## src/rtl/game_pkg.sv

```systemverilog
// game_pkg: shared scene codes, key progress codes, target boxes and tracker FSM states
package game_pkg;
  typedef enum logic [3:0] {
    TITLE  = 4'd0,
    MENU   = 4'd1,
    STAGE1 = 4'd2,
    STAGE2 = 4'd3,
    WIN    = 4'd4,
    FAIL   = 4'd5
  } scene_t;
  typedef enum logic [1:0] {
    NONE       = 2'd0,
    FIND_KEY   = 2'd1,
    FIND_LIGHT = 2'd2,
    FIND_DOOR  = 2'd3
  } key_find_t;
  typedef enum logic [1:0] {IDLE, SEEK, COOL, DONE} tracker_t;
  typedef struct packed {
    logic [8:0] x0;
    logic [8:0] x1;
    logic [8:0] y0;
    logic [8:0] y1;
  } box_t;
  localparam box_t BOX_KEY1  = '{x0: 9'd65,  x1: 9'd85,  y0: 9'd35,  y1: 9'd55};
  localparam box_t BOX_KEY2  = '{x0: 9'd235, x1: 9'd255, y0: 9'd35,  y1: 9'd55};
  localparam box_t BOX_KEY3  = '{x0: 9'd235, x1: 9'd255, y0: 9'd205, y1: 9'd225};
  localparam box_t BOX_DOOR  = '{x0: 9'd145, x1: 9'd175, y0: 9'd100, y1: 9'd140};
  function automatic box_t box_of(input logic [1:0] kf);
    return kf == NONE ? BOX_KEY1 : kf == FIND_KEY ? BOX_KEY2 : kf == FIND_LIGHT ? BOX_KEY3 : BOX_DOOR;
  endfunction
endpackage

```

## src/rtl/box_hit.sv

```systemverilog
// box_hit: point-in-box test, inclusive low / exclusive high bounds; ports x,y point, x0..y1 bounds, hit result
module box_hit (
  input  logic [8:0] x,
  input  logic [8:0] y,
  input  logic [8:0] x0,
  input  logic [8:0] x1,
  input  logic [8:0] y0,
  input  logic [8:0] y1,
  output logic       hit
);
  assign hit = x >= x0 && x < x1 && y >= y0 && y < y1;
endmodule

```

## src/rtl/key_tracker.sv

```systemverilog
// key_tracker: stage-1 key/door progress FSM; in clk,rst,state,player_x/y,search; out key_find,pickup,stage_clear,hold_cnt
module key_tracker
  import game_pkg::*;
#(
  parameter int HOLD_CYCLES     = 25_000_000,
  parameter int COOLDOWN_CYCLES = 50_000_000
) (
  input  logic        clk,
  input  logic        rst,
  input  logic [3:0]  state,
  input  logic [8:0]  player_x,
  input  logic [8:0]  player_y,
  input  logic        search,
  output logic [1:0]  key_find,
  output logic        pickup,
  output logic        stage_clear,
  output logic [24:0] hold_cnt
);
  localparam int CW = $clog2(COOLDOWN_CYCLES + 1);
  tracker_t fsm;
  logic [CW-1:0] cool_cnt;
  box_t box;
  logic hit;
  always_comb box = box_of(key_find);
  box_hit u_box_hit (
    .x  (player_x),
    .y  (player_y),
    .x0 (box.x0),
    .x1 (box.x1),
    .y0 (box.y0),
    .y1 (box.y1),
    .hit(hit)
  );
  always_ff @(posedge clk) begin
    if (rst || state != STAGE1) begin
      fsm         <= IDLE;
      key_find    <= NONE;
      pickup      <= 1'b0;
      stage_clear <= 1'b0;
      hold_cnt    <= '0;
      cool_cnt    <= '0;
    end else begin
      pickup      <= 1'b0;
      stage_clear <= 1'b0;
      case (fsm)
        IDLE: fsm <= SEEK;
        SEEK: begin
          if (!(hit && search)) hold_cnt <= '0;
          else if (hold_cnt == 25'(HOLD_CYCLES - 1)) begin
            hold_cnt <= '0;
            if (key_find != FIND_DOOR) begin
              key_find <= key_find + 2'd1;
              pickup   <= 1'b1;
              cool_cnt <= '0;
              fsm      <= COOL;
            end else begin
              stage_clear <= 1'b1;
              fsm         <= DONE;
            end
          end else hold_cnt <= hold_cnt + 25'd1;
        end
        COOL: begin
          hold_cnt <= '0;
          cool_cnt <= cool_cnt == CW'(COOLDOWN_CYCLES - 1) ? '0 : cool_cnt + 1'b1;
          fsm      <= cool_cnt == CW'(COOLDOWN_CYCLES - 1) ? SEEK : COOL;
        end
        DONE: fsm <= DONE;
        default: fsm <= IDLE;
      endcase
    end
  end
endmodule

```

## config.mk

```make
export PLATFORM = sky130hd
export DESIGN_NAME = key_tracker
export DESIGN_NICKNAME = d
export VERILOG_FILES = /design/src/rtl/game_pkg.sv /design/src/rtl/box_hit.sv /design/src/rtl/key_tracker.sv
export SDC_FILE = /design/constraint.sdc
export NUM_CORES = 1
export LEC_CHECK = 0
export CAP_MARGIN = 10
export CORE_UTILIZATION = 56
export DETAILED_ROUTE_END_ITERATION = 16
export MAX_ROUTING_LAYER = met4
export PLACE_DENSITY_LB_ADDON = 0.2
export SYNTH_ARGS = -nofsm -noshare
export SYNTH_HDL_FRONTEND = slang
export SYNTH_HIERARCHICAL = 1
export SYNTH_SLANG_ARGS = --single-unit
```

## constraint.sdc

```tcl
create_clock -name clk -period 3.6 [get_ports clk]
set_input_delay 0.72 -clock clk [delete_from_list [all_inputs] [get_ports clk]]
set_output_delay 0.72 -clock clk [all_outputs]
set_load 0.01 [all_outputs]
```

After elaboration in Yosys (flattened, before gate mapping) --
Index checks and enable logic that the tools add are counted.
Storage, ports and cells: register bits after elaboration 57, logic and storage cells 58, input bits 25, output and inout bits 29
Operators by class: eq/ne operators 12, order comparisons 4, bitwise logic cells 3, muxes and demuxes 18, reduce and logical (&&, ||, !) cells 12, add/sub/neg operators 3
Operators with widths (number):
- 26-bit two-way mux | 4
- 34-bit two-way mux | 2
- 26-bit case mux with 2 select lines | 1
- 25-bit two-way mux | 2
- 25-bit case mux with 2 select lines | 1
- 35-bit two-way mux | 1
- 26-bit by 1-bit adder with 26-bit output (second input constant) | 1
- 26-bit == test (second input constant) | 1
- 25-bit by 1-bit adder with 25-bit output (second input constant) | 1
- 25-bit == test (second input constant) | 1
- 9-bit < comparator | 2
- 9-bit by 8-bit >= comparator with 1-bit output | 1
- 9-bit >= comparator | 1
- 2-bit != test (second input constant) | 4
- 2-bit case mux with 4 select lines | 1
- 4-bit AND reduction | 2
- 2-bit == test (second input constant) | 3
- 2-bit two-way mux | 3
- 2-bit by 1-bit == test with 1-bit output (second input constant) | 2
- 1-bit logical AND | 4
- 2-bit logical NOT | 2
- 4-bit by 2-bit != test with 1-bit output (second input constant) | 1
- 4-bit OR reduction | 1
- 1-bit two-way mux | 3
- other kinds (5) | 7

Logic depth before layout (Yosys ltp) --
depth in word-level cells 11, gate-level depth with buffers 19, depth with buffers taken out 17

Modules after synthesis --
Netlist, hierarchy kept.
By module, submodules not included:
- key_tracker | instances 1, area each 3305.7 um^2, cells an instance 414, seq. area each 1141.1 um^2
- box_hit | instances 1, area each 840.8 um^2, cells an instance 115, seq. area each 0.0 um^2

Least setup slack after synthesis --
No wires, ideal clock.
path kind register to register, from reg key_find[0], to reg hold_cnt[18], data required time 3.509 ns, stages on the path, launching flop included 19, path buffers 2, clock period less this slack 3.458 ns, arrival time 3.367 ns, library setup time 0.091 ns, setup slack 0.142 ns, path through dfxtp_1 > inv_1 > ha_1 > or2_2 > inv_1 > inv_1 > ha_1 > o211ai_1 > a21oi_1 > a2111oi_2 > o311ai_1 > nor4_2 > nand2_1 > nor3_1 > o31a_1 > buf_2 > buf_2 > o21ai_0 > a311oi_1
RTL lines:
- from (decl) | line key_tracker.sv:14 | output logic [1:0] key_find,
- from (signal assigned) | line key_tracker.sv:52 | key_find <= key_find + 2'd1;
- to (signal assigned) | line key_tracker.sv:60 | end else hold_cnt <= hold_cnt + 25'd1;
- to (decl) | line key_tracker.sv:17 | output logic [24:0] hold_cnt

==> metrics.yaml <==
initial_core_util_pct: 57.5
period_minus_slack_ns: 3.40
max_stage_delay_ns: 0.35
critPathMaxFanout: 5
drt_iter0_markers: 363
synth_top_cell_by_area: "dfxtp_1"
ys_ff_latch: 57
reg2reg_depth: 18
avgRoutedWirePerCell_um: 16.1
cts_hold_buffers: 0
syn_area_um2: 4150
cts_tree: "done"
synthTopCellsByArea: "dfxtp_1 28%, ha_1 14%, inv_1 4.3%, nand2_1 4.2%, a21oi_1 4.1%"
die_area_um2: 7750
fill_cells: 523
vias_per_cell: 6.27
cts_buffers: 9
min_path_cells: 1
die_w_um: 88.1
crit_path_start_kind: "flop"
rows: 31
grt_pass1_wl_um: 19100
die_h_um: 88.1
fin_ws_ns: 0.200
cp_data_required_time_ns: 3.82
overflow: 0
slew_headroom_pct: 41.8
timing.rr.end: "fsm[1]"
htreeDepth: 3
crit_slowest_cell: "nor4_2"
regArea_um2: 1140
dr.pass1.iters: 6
dpl.cell_count: 710
netlist_instances: 529
r2r_slack_ns: 0.20
powerDensity_nw_per_um2: 252
cp_top_family: "simple AND/OR/NAND/NOR gates"
fin_crit_sh_pct: 94.4
worstHoldStart: "cool_cnt[25]"
vias: 4599
routed_wl_um: 11800
fin_cells: 733
critPathArrivalTime_ns: 3.62
hold_viol: 0
ys_dominant_reg_cell: "dfxtp_1"
synth_warnings: 6
gp_congestion: 0.862
hpwlAfterDp_um: 8040
cap_viol_max_count: 0
crit_chain: "buf_4, ha_1, inv_1, buf_6, inv_1, ha_1, and4_4, nand3_1, a21oi_2, a2111oi_1, nor4_2, nand2_1, buf_4, nor4_2, buf_4, nor2_1, nor4_2, nor3_2"
final_core_util_pct: 77.3
root_buffer: "clkbuf_8"
rsz0062_at_grt: "yes"
grt_use_total_pct: 32.0
multi_input_area_um2: 2950
dp_slack_ns: -0.394
grt_start_max_net_pins: 24
worstSetupPathType: "reg2reg"
yosysUniqueCellTypes: 64
fin_skew_ns: 0.0143
clk_pin_slew_ns: 0.07
power_leakage_nw: 2.01
tns_ns: 0
synth.avg_cell_area_um2: 7.84
clock_sinks: 57
slew_viol_final: 0
fmax_mhz: 294
peakVddDrop_mv: 0.193
clk_latency_ns: 0.35
synth-async-reset-ratio_pct: 0
core_um2: 7210
tightestPinTransition_ns: 0.866
status: "completed"
end_kind: "flop"
setup-violations-final: 0
nets: 700
holdCritPathClass: "reg2reg"
diodes: 0
synth_edf_count: 0
final_layout_size_suffix_gt1_share_pct: 18.3
crit_buf_inv: 6
synth_top_area_share_pct: 27.5
io_buffers: 53
io-pin-count: 54
cts_buffer_depth: 2
ys_seq_area_share_pct: 27.5
first_global_vias: 4207
hold_end: "cool_cnt[25]"
drc: 0
areaGrowthSynthToFinish_pct: 34.4
r2r_start: "key_find[0]"
grt_antenna_before_repair: 0
drtAntennaViolNets: 0
-- kinds of logic after synthesis --
group	after synthesis	synth area share, %
and+or+nand+nor	220	29.5
DFF	57	27.5
xor gates and xnor gates	3	0.634
adders and majority gates	46	13.9
AOI/OAI and AO/OA	132	21.0
other	2	0.181
buffers and inverters	69	7.27
-- Yosys cell counts (all sizes together), types with 4 or more instances --
cell	n
nand2	47
buf	12
nor3	20
nand2b	4
nand4	12
ha	46
a31oi	8
a21oi	34
dfxtp	57
o21ai	37
and4	11
and3	17
nand3	35
clkbuf	8
o41ai	4
or3	10
a311oi	13
nor2	33
nand4b	4
o31ai	11
inv	48
nor4	9
a211oi	4
-- power by group --
part,internal (mW),leakage [nW],switching (mW)
combinational,0.0717,1.45,0.0596
sequential,0.630,0.460,0.000259
clock,0.375,0.105,0.270
total,1.08,2.01,0.330
-- final cells by class --
class / count / share of cell area [%]
multi-input cells: 411 / 53.0
flip-flops and latches: 57 / 20.5
inverters: 48 / 3.30
clock buffers: 12 / 2.96
repair buffers: 102 / 17.1
well taps: 99 / 2.22
clock inverters: 4 / 0.898
-- worst max path at each step --
stage	cells past startpoint	start	slack, ns	to
2_1_floorplan	18	key_find[0]	0.14	hold_cnt[18]
3_3_place_gp	14	player_y[5]	-0.30	hold_cnt[10]
3_5_place_dp	13	player_y[5]	-0.39	cool_cnt[7]
4_1_cts	17	key_find[0]	-0.004	cool_cnt[23]
5_1_grt	18	key_find[0]	-0.01	hold_cnt[17]
6_report	18	key_find[0]	0.20	fsm[1]
-- metrics by stage --
| step | hold WS, ns | total power, mW | cell area [um^2] |
|---|---|---|---|
| after detailed placement | 0.478 | 0.761 | 5050 |
| final | 0.498 | 1.41 | 5570 |
| after global placement | 0.467 | 0.757 | 5050 |
| after floorplan | 0.434 | 0.701 | 4170 |
| after global routing | 0.512 | 1.45 | 5570 |
| after CTS | 0.491 | 1.40 | 5460 |
-- layout by cell type, fill, tap and decap left out, types with 5 or more instances in the layout --
master and n:
a21oi_1 32, a311oi_1 13, a31oi_1 8, and3_1 16
and4_1 10, buf_4 41, buf_6 5, clkbuf_8 12
clkdlybuf4s50_1 50, conb_1 9, dfxtp_1 55, ha_1 40
ha_4 5, inv_1 43, nand2_1 46, nand3_1 34
nand4_1 12, nor2_1 32, nor3_1 17, o21ai_0 24
o21ai_1 11, o31ai_1 6, or3_1 10
-- state kept, by name, indices dropped and copies added (netlist names) --
signal / count
cool_cnt: 26
fsm: 2
hold_cnt: 25
key_find: 2
pickup: 1
stage_clear: 1
-- routing by layer --
layer | track usage, % | part of all wire (%) | up-vias | wire, um
met2 | 53.6 | 47 | 257 | 5590
met1 | 38.2 | 42 | 2119 | 4910
li1 | - | - | 2171 | -
met3 | 5.75 | 7.9 | 52 | 932
met4 | 12.3 | 3.2 | 0 | 376
met5 | - | 0 | - | 0
-- timing repair --
item / 4_1_cts / 5_1_grt
gates cloned: 1 / 1
setup endpoints to repair: 49 / 53
resized for setup: 42 / 16
pin swaps: 24 / 8
buffers inserted: 2 / 3
Power figures use the tool's default switching activity.
